File: src/rtl/inst_loader_pkg.sv
// Shared types and width constants for the boot-time instruction loader.
package inst_loader_pkg;

  localparam int unsigned XLEN         = 32;
  localparam int unsigned ByteW        = 8;
  localparam int unsigned BytesPerWord = XLEN / ByteW;
  localparam int unsigned IdxW         = $clog2(BytesPerWord);

  typedef enum logic [2:0] {
    StIdle,
    StCount,
    StBytes,
    StWrite,
    StCheck,
    StDone,
    StErr
  } state_e;

endpackage

File: src/rtl/inst_loader_if.sv
// Byte stream in, instruction-memory store port out.
interface inst_loader_if;

  logic                                rx_valid;
  logic [inst_loader_pkg::ByteW-1:0]   rx_data;
  logic                                rx_ready;
  logic                                store_en;
  logic [inst_loader_pkg::XLEN-1:0]    store_addr;
  logic [inst_loader_pkg::XLEN-1:0]    store_data;

  // Stream source / memory side.
  modport master (
    output rx_valid,
    output rx_data,
    input  rx_ready,
    input  store_en,
    input  store_addr,
    input  store_data
  );

  // Loader side.
  modport slave (
    input  rx_valid,
    input  rx_data,
    output rx_ready,
    output store_en,
    output store_addr,
    output store_data
  );

endinterface

File: src/rtl/inst_loader_byte_assembler.sv
// Collects little-endian bytes into a word; word_o already includes the byte being accepted.
module inst_loader_byte_assembler
  import inst_loader_pkg::*;
(
  input  logic             clk,
  input  logic             rst,
  input  logic             clear_i,
  input  logic             byte_valid_i,
  input  logic [ByteW-1:0] byte_i,
  output logic [XLEN-1:0]  word_o,
  output logic             word_full_o
);

  logic [XLEN-1:0] word_q, word_d;
  logic [IdxW-1:0] idx_q, idx_d;

  always_comb begin
    word_d = word_q;
    idx_d  = idx_q;
    if (clear_i) begin
      word_d = '0;
      idx_d  = '0;
    end else if (byte_valid_i) begin
      word_d[{idx_q, 3'b000} +: ByteW] = byte_i;
      idx_d                            = idx_q + IdxW'(1);
    end
  end

  always_ff @(posedge clk or posedge rst) begin
    if (rst) begin
      word_q <= '0;
      idx_q  <= '0;
    end else begin
      word_q <= word_d;
      idx_q  <= idx_d;
    end
  end

  assign word_o      = word_d;
  // High on the cycle the last byte of a word is taken.
  assign word_full_o = byte_valid_i && !clear_i && (idx_q == IdxW'(BytesPerWord - 1));

endmodule

File: src/rtl/inst_loader.sv
// Boot loader: count byte, little-endian words, XOR checksum -> instruction memory stores.
module inst_loader
  import inst_loader_pkg::*;
#(
  parameter int unsigned     DEPTH     = 32,
  parameter logic [XLEN-1:0] BASE_ADDR = '0
) (
  input  logic         clk,
  input  logic         rst,
  input  logic         load_start_i,
  inst_loader_if.slave bus,
  output logic         busy_o,
  output logic         done_o,
  output logic         error_o
);

  localparam int unsigned MaxWords = DEPTH / 4;
  localparam int unsigned WcW      = $clog2(MaxWords) + 1;

  state_e           state_q;
  logic             rx_ready_q;
  logic             store_en_q;
  logic [XLEN-1:0]  store_addr_q;
  logic [XLEN-1:0]  store_data_q;
  logic             busy_q;
  logic             done_q;
  logic             error_q;
  logic [ByteW-1:0] csum_q;
  logic [WcW-1:0]   n_q;
  logic [WcW-1:0]   wcnt_q;

  logic             accept;
  logic             start;
  logic             count_ok;
  logic [WcW-1:0]   wcnt_next;
  logic [XLEN-1:0]  asm_word;
  logic             asm_full;

  assign accept    = bus.rx_valid && rx_ready_q;
  assign start     = load_start_i && (state_q inside {StIdle, StDone, StErr});
  assign count_ok  = (bus.rx_data != '0) && (32'(bus.rx_data) <= MaxWords);
  assign wcnt_next = wcnt_q + WcW'(1);

  inst_loader_byte_assembler u_asm (
    .clk          (clk),
    .rst          (rst),
    .clear_i      (start),
    .byte_valid_i (accept && (state_q == StBytes)),
    .byte_i       (bus.rx_data),
    .word_o       (asm_word),
    .word_full_o  (asm_full)
  );

  always_ff @(posedge clk or posedge rst) begin
    if (rst) begin
      state_q      <= StIdle;
      rx_ready_q   <= 1'b0;
      store_en_q   <= 1'b0;
      store_addr_q <= BASE_ADDR;
      store_data_q <= '0;
      busy_q       <= 1'b0;
      done_q       <= 1'b0;
      error_q      <= 1'b0;
      csum_q       <= '0;
      n_q          <= '0;
      wcnt_q       <= '0;
    end else begin
      unique case (state_q)
        StIdle, StDone, StErr: begin
          if (load_start_i) begin
            state_q      <= StCount;
            rx_ready_q   <= 1'b1;
            busy_q       <= 1'b1;
            done_q       <= 1'b0;
            error_q      <= 1'b0;
            store_addr_q <= BASE_ADDR;
            csum_q       <= '0;
            n_q          <= '0;
            wcnt_q       <= '0;
          end
        end
        StCount: begin
          if (accept) begin
            if (count_ok) begin
              n_q     <= WcW'(bus.rx_data);
              state_q <= StBytes;
            end else begin
              state_q    <= StErr;
              rx_ready_q <= 1'b0;
              busy_q     <= 1'b0;
              error_q    <= 1'b1;
            end
          end
        end
        StBytes: begin
          if (accept) begin
            csum_q <= csum_q ^ bus.rx_data;
            if (asm_full) begin
              state_q      <= StWrite;
              rx_ready_q   <= 1'b0;
              store_en_q   <= 1'b1;
              store_data_q <= asm_word;
            end
          end
        end
        StWrite: begin
          store_en_q   <= 1'b0;
          store_addr_q <= store_addr_q + XLEN'(4);
          wcnt_q       <= wcnt_next;
          rx_ready_q   <= 1'b1;
          state_q      <= (wcnt_next == n_q) ? StCheck : StBytes;
        end
        StCheck: begin
          if (accept) begin
            rx_ready_q <= 1'b0;
            busy_q     <= 1'b0;
            if (bus.rx_data == csum_q) begin
              done_q  <= 1'b1;
              state_q <= StDone;
            end else begin
              error_q <= 1'b1;
              state_q <= StErr;
            end
          end
        end
        default: begin
          state_q    <= StIdle;
          rx_ready_q <= 1'b0;
          store_en_q <= 1'b0;
          busy_q     <= 1'b0;
        end
      endcase
    end
  end

  assign bus.rx_ready   = rx_ready_q;
  assign bus.store_en   = store_en_q;
  assign bus.store_addr = store_addr_q;
  assign bus.store_data = store_data_q;
  assign busy_o         = busy_q;
  assign done_o         = done_q;
  assign error_o        = error_q;

endmodule

File: src/flat_wrapper.sv
// flat-port wrapper written by rule: the top's interface ports become plain ports
module inst_loader_flat import inst_loader_pkg::*;
#(
  parameter int unsigned     DEPTH     = 32,
  parameter logic [XLEN-1:0] BASE_ADDR = '0
)
  (clk, rst, load_start_i, busy_o, done_o, error_o, bus_rx_valid, bus_rx_data, bus_rx_ready, bus_store_en, bus_store_addr, bus_store_data);
  inst_loader_if bus_i ();
  input  logic clk;
  input  logic rst;
  input  logic load_start_i;
  output logic busy_o;
  output logic done_o;
  output logic error_o;
  input wire logic [$bits(bus_i.rx_valid)-1:0] bus_rx_valid;
  input wire logic [$bits(bus_i.rx_data)-1:0] bus_rx_data;
  output wire logic [$bits(bus_i.rx_ready)-1:0] bus_rx_ready;
  output wire logic [$bits(bus_i.store_en)-1:0] bus_store_en;
  output wire logic [$bits(bus_i.store_addr)-1:0] bus_store_addr;
  output wire logic [$bits(bus_i.store_data)-1:0] bus_store_data;
  assign bus_i.rx_valid = bus_rx_valid;
  assign bus_i.rx_data = bus_rx_data;
  assign bus_rx_ready = bus_i.rx_ready;
  assign bus_store_en = bus_i.store_en;
  assign bus_store_addr = bus_i.store_addr;
  assign bus_store_data = bus_i.store_data;
  inst_loader #(.DEPTH(DEPTH), .BASE_ADDR(BASE_ADDR)) u_core (.clk(clk), .rst(rst), .load_start_i(load_start_i), .bus(bus_i), .busy_o(busy_o), .done_o(done_o), .error_o(error_o));
endmodule
File: config.mk
export PLATFORM = sky130hd
export DESIGN_NAME = inst_loader_flat
export DESIGN_NICKNAME = d
export VERILOG_FILES = /design/src/rtl/inst_loader_pkg.sv /design/src/rtl/inst_loader_if.sv /design/src/rtl/inst_loader_byte_assembler.sv /design/src/rtl/inst_loader.sv /design/src/flat_wrapper.sv
export SDC_FILE = /design/constraint.sdc
export NUM_CORES = 1
export LEC_CHECK = 0
export BUFFER_PORTS_ARGS = -buffer_cell sky130_fd_sc_hd__buf_4
export CORE_ASPECT_RATIO = 0.7
export CORE_UTILIZATION = 52
export DETAILED_ROUTE_END_ITERATION = 16
export GPL_ROUTABILITY_DRIVEN = 0
export HOLD_SLACK_MARGIN = 0.03
export PLACE_DENSITY_LB_ADDON = 0.2
export SYNTH_ARGS = -nofsm -noshare
export SYNTH_HDL_FRONTEND = slang
export SYNTH_HIERARCHICAL = 1
export SYNTH_SLANG_ARGS = --single-unit
File: constraint.sdc
create_clock -name clk -period 3 [get_ports clk]
set_input_delay 0.3 -clock clk [delete_from_list [all_inputs] [get_ports clk]]
set_output_delay 0.3 -clock clk [all_outputs]
set_load 0.02 [all_outputs]
# Word-level counts from Yosys, hierarchy flattened
# Index checks and enable logic that the tools add are counted.
# totals
register_bits	122
elab_cells	114
in_bits	12
out_inout_bits	69
# op_classes
bitwise_logic	3
eq_ne	18
addsub	4
n_shift	2
reduce_logical	29
muxes	44
n_lt_le_gt_ge	1
# ops
op	n
32-bit 2-to-1 mux	3
32-bit one-hot mux with 2 select lines	1
32-bit by 3-bit adder with 32-bit output, second input constant	1
32-bit bitwise mux	1
8-bit by 7-bit variable shift with 32-bit output, first input constant	1
8-bit by 7-bit variable part select with 32-bit output	1
3-bit 2-to-1 mux	7
8-bit 2-to-1 mux	2
4-bit one-hot mux with 2 select lines	2
8-bit one-hot mux with 2 select lines	1
1-bit 2-to-1 mux	15
3-bit one-hot mux with 5 select lines	1
4-bit 2-to-1 mux	3
2-bit by 1-bit != test with 1-bit output, second input constant	6
6-bit AND reduction	2
5-bit AND reduction	2
2-bit nonzero test	5
3-bit == test, second input constant	3
3-bit AND reduction	3
8-bit == test	1
8-bit by 4-bit <= comparator with 1-bit output, second input constant	1
4-bit AND reduction	2
8-bit nonzero test	1
8-bit XOR	1
other kinds (22)	35

# Depth between registers and ports, before layout
# logic_depth
word_depth	9
depth_mapped	12
ltp_nobuf	10

# Hierarchy
# The synthesis kept the hierarchy.
# modules_own_cells
mod	area_per_inst_um2	seq_area_each_um2	cells_per_inst	n_inst
inst_loader	4226.6	2152.1	399	1
inst_loader_byte_assembler	1463.9	850.8	121	1

# Least setup slack after synthesis
# No wires, ideal clock.
# synth_path
path_kind	flip-flop to flip-flop
start	register u_core.state_q[0]
end	register u_core.error_q (netlist: u_core/error_o)
slack_ns	0.160
path_buffers	2
stages_incl_launch_ff	12
required_time_ns	2.919
t_arrival_ns	2.759
period_less_slack_ns	2.840
setup_ns	0.081
cell_sequence	dfrtp_1 clkbuf_2 nor3b_1 nand3_1 clkinv_1 buf_6 nor2b_4 and2_1 or4b_1 and4_4 or3b_4 a31oi_2
# synth_via
elab_chain_cells	4
word_cells_on_any_way	14
classes_between	eq/ne: 9; mux: 1; reduce/logical: 4
# synth_rtl
item	line_no	text
start, declared	inst_loader.sv:20	state_e state_q;
start signal, assigned	inst_loader.sv:56	state_q <= StIdle;
start signal, assigned	inst_loader.sv:71	state_q <= StCount;
start signal, assigned	inst_loader.sv:86	state_q <= StBytes;
3-bit == test / 3-bit logical NOT (equally long branches)	inst_loader.sv:68	unique case (state_q)
3-bit OR reduction	inst_loader.sv:68	
2-bit != test (no line) / 3-bit nonzero test (equally long branches)	--	
6-bit AND reduction (no line)	--	
end signal, assigned	inst_loader.sv:63	error_q <= 1'b0;
end signal, assigned	inst_loader.sv:75	error_q <= 1'b0;
end signal, assigned	inst_loader.sv:91	error_q <= 1'b1;
end, declared	inst_loader.sv:27	logic error_q;
# Parallel ways exist; a longest one is shown, timed or not.
# A chain may end at the register's enable or synchronous reset.

# Worst setup path in the final report
# layout_path
start	register u_core.state_q[2]
end	register u_core.state_q[1]
# layout_via
elab_chain_cells	8
word_cells_on_any_way	21
classes_between	eq/ne: 11; mux: 1; reduce/logical: 9
# layout_rtl
item	line_no	text
3-bit == test / 3-bit logical NOT (equally long branches)	inst_loader.sv:40	assign start = load_start_i && (state_q inside {StIdle, StDone, StErr});
3-bit nonzero test	inst_loader.sv:40	
1-bit logical AND	inst_loader.sv:40	
1-bit logical NOT	inst_loader_byte_assembler.sv:41	assign word_full_o = byte_valid_i && !clear_i && (idx_q == IdxW'(BytesPerWord - 1));
1-bit logical AND * (2 in a row)	inst_loader_byte_assembler.sv:41	
net u_core.asm_full	inst_loader.sv:37	logic asm_full;
2-bit by 1-bit != test with 1-bit output (no line) *	--	
5-bit AND reduction (no line) *	--	
# Mark *: on every way through the listed nets, which the timed path passes. The rest lies on a longest branch.

==> impl_metrics.tcl <==
set metrics [dict create \
    slew_headroom_pct 53.1 \
    drt-total-wl_mm 13.4 \
    cap_violations 0 \
    nNetsFinal 628 \
    port_buffers 78 \
    outcome "finished clean" \
    yosys.area_share.adder_pct 1.54 \
    vias_per_cell 5.84 \
    syn_to_final_growth_pct 22.7 \
    crit_family "simple AND/OR/NAND/NOR gates" \
    skew_ns 0.00941 \
    dr.first_iter.drc_count 301 \
    clk_pin_slew_ns 0.06 \
    placed_cell_area_um2 6400 \
    p_total_mw 3.70 \
    n_antenna_cell 0 \
    cp_data_required_time_ns 3.30 \
    drc 0 \
    ff2ff_path_depth 9 \
    slowest_stage "dfrtp_1" \
    setup_violations 0 \
    power_density_nw_per_um2 530 \
    cts_num_sinks 120 \
    crit_cells 9 \
    yosysSeqAreaShare_pct 52.8 \
    worstSetupEndpointType "register" \
    die_h_um 89.5 \
    yosys.area_share.simple_pct 16.0 \
    die-area_um2 11400 \
    synth_compound_area_share_pct 13.7 \
    synth_area_um2 5690 \
    muxShareOfSynthArea_pct 8.97 \
    synth_area_leader_cell "dfrtp_1" \
    ys_seq_elements 120 \
    max_stage_delay_ns 0.48 \
    rsz0062_at_grt "no" \
    crit_type "register to register" \
    cp-start-kind "register" \
    cp_cell_sequence "nor3b_1 -> nand3_1 -> clkinv_1 -> nor2b_4 -> and2_1 -> or4b_1 -> and4_4 -> or3b_4 -> o311ai_0" \
    finalCriticalPeriod_ns 2.60 \
    cts_tree "yes" \
    netlist.area_leader.share_pct 52.8 \
    switching_share_pct 24.1 \
    insertion_delay_ns 0.42 \
    die_w_um 127 \
    drive_gt1_share_pct 28.0 \
    postCtsResizedCells 0 \
    synth_area_leaders "dfrtp_1, mux2_2, nand2_1, a22o_1, o21ai_0" \
    io_pins 81 \
    fin_setup_tns_ns 0 \
    fill_cells 814 \
    rows 31 \
    path_max_fanout 10 \
    grt_pass1_vias 4166 \
    final_cell_mix "dfrtp_1, buf_4, nand2_1, o21ai_0, mux2_2" \
    antenna_found_initial 0 \
    synthDistinctLibCells 58 \
    synthXorXnorAreaFrac_pct 2.62 \
    vias 4407 \
    cts_buffers 17 \
    fin_crit_sh_pct 86.8 \
    synth_top_family_by_area "simple AND/OR/NAND/NOR gates" \
    root_buffer "clkbuf_16" \
    fmax_ghz 0.384 \
    final_area_um2 6980 \
    avgSynthCellArea_um2 10.9 \
    ant_nets 0 \
    p_sw_mw 0.893 \
    critPathArrivalTime_ns 2.91 \
    final_common_cell "dfrtp_1" \
    grt_pass1_wl_mm 21.5 \
    grt_max_degree 55 \
    hold_depth 3 \
    worstMarginPinSlew_ns 0.704 \
    synth_edf_count 0 \
    seq_power_share_pct 43.8 \
    hold_path_class "input port to register" \
    cts_buffer_depth 2 \
    start_util_pct 54.3 \
    wl_per_cell_um 17.8 \
    clock_power_share_pct 53.9 \
    grtUsageTotal_pct 25.1 \
    cts_htree_levels 4 \
    syn_inst 520 \
    drtPass1Iterations 5 \
    async_flop_share_pct 100 \
    finalHoldViolCount 0 \
    vdd_drop_max_v 0.000433 \
    core_um2 10500 \
    synthFlopType "dfrtp_1" \
    drv_slew 0 \
    p_int_mw 2.81 \
    combPwrFrac_pct 2.3 \
    power_leakage_nw 3.34 \
    gr-total-overflow 0 \
    yosys_warnings 6 \
    dpl.hpwl_mm 8.76 \
    path_buf_inv 1 \
]
[cells in the mapped netlist, drive strengths merged, types with 2 or more instances]
cell and n:
a31oi 5, clkbuf 6, nand3 19, mux2 32, a21oi 19, nand2 57
o21ai 38, dfrtp 120, a32o 2, or3 2, nor2b 2, and3 6
ha 7, mux2i 15, o211ai 9, and3b 3, o31ai 14, and4 7
nand4 19, nor4 4, buf 18, nor3b 2, nor2 27, clkinv 2
a22o 22, xor2 14, and2 4, inv 19, nand2b 3, nand3b 3
xnor2 3, nor3 5
[kinds of logic after synthesis]
kind of cell             count (synthesis)
AO/OA/AOI/OAI                          115
XOR/XNOR                                17
adder cells (fa/ha/maj)                  7
buffers and inverters                   45
flip-flops                             120
multiplexers                            47
other                                    1
AND/OR/NAND/NOR                        168
[state kept, by name, indices dropped and copies added (netlist names)]
name                   flops
u_core/wcnt_q              4
u_core/bus.store_en        1
u_core/done_o              1
u_core/u_asm/idx_q         2
u_core/n_q                 4
u_core/bus.store_data     32
u_core/error_o             1
u_core/bus.store_addr     30
u_core/u_asm/word_q       32
u_core/bus.rx_ready        1
u_core/csum_q              8
u_core/busy_o              1
u_core/state_q             3
[final cells by class]
class	instances	area, um^2	area share (%)
flip-flops and latches	120	3000	43.0
inverters	21	80.1	1.15
repair buffers	93	713	10.2
clock buffers	17	425	6.09
clock inverters	15	153	2.19
well taps	132	165	2.36
multi-input cells	356	2440	35.0
[power groups by stage]
stage | clock network (mW) | logic (mW) | registers, mW
2_1_floorplan | 0 | 0.0372 | 1.65
3_3_place_gp | 0 | 0.0838 | 1.65
3_5_place_dp | 0 | 0.0862 | 1.65
4_1_cts | 2.01 | 0.0875 | 1.62
5_1_grt | 2.09 | 0.0956 | 1.62
6_report | 2.00 | 0.0858 | 1.62
[metal layers]
| metal | part of all wire [%] | vias up | track usage [%] | routed length (um) |
|---|---|---|---|---|
| met5 | 0 | - | 0 | 0 |
| met2 | 46 | 119 | 39.0 | 6230 |
| met3 | 5.0 | 9 | 6.52 | 675 |
| met1 | 48 | 2214 | 35.5 | 6430 |
| met4 | 0.57 | 0 | 6.49 | 76 |
| li1 | - | 2065 | - | - |
[worst min-delay path: stages]
cell and delay [ns]:
buf_4 0.15, nand2_1 0.06, o21ai_0 0.06
[path summary, 6_finish.rpt]
path	start	end	slack, ns
hold / removal	bus_rx_data[4]	u_core/csum_q[4]$_DFFE_PP0P_	0.21
max in group asynchronous	rst	u_core/csum_q[5]$_DFFE_PP0P_	1.79
setup reg to reg	u_core/state_q[2]$_DFFE_PP0P_	u_core/state_q[1]$_DFFE_PP0P_	0.40
hold reg to reg	u_core/u_asm/word_q[5]$_DFF_PP0_	u_core/u_asm/word_q[5]$_DFF_PP0_	0.50
setup / recovery	u_core/state_q[2]$_DFFE_PP0P_	u_core/state_q[1]$_DFFE_PP0P_	0.40
min in group asynchronous	rst	u_core/bus.store_data[30]$_DFFE_PP0P_	0.50
[per-stage QoR]
stage / utilization, % / worst slack (ns) / hold WS (ns) / instances
3_3_place_gp: 61.1 / 0.551 / 0.383 / 721
2_1_floorplan: - / 0.160 / 0.436 / 521
5_1_grt: 66.7 / 0.211 / 0.208 / 754
3_5_place_dp: 61.1 / 0.496 / 0.405 / 721
6_report: 66.7 / 0.396 / 0.213 / 754
4_1_cts: 66.7 / 0.395 / 0.205 / 754
[repair_timing]
action / 4_1_cts / 5_1_grt
setup buffers: 0 / 0
endpoints found under the hold margin: 66 / 0
hold buffers: 1 / 0
Power figures use the tool's default switching activity.
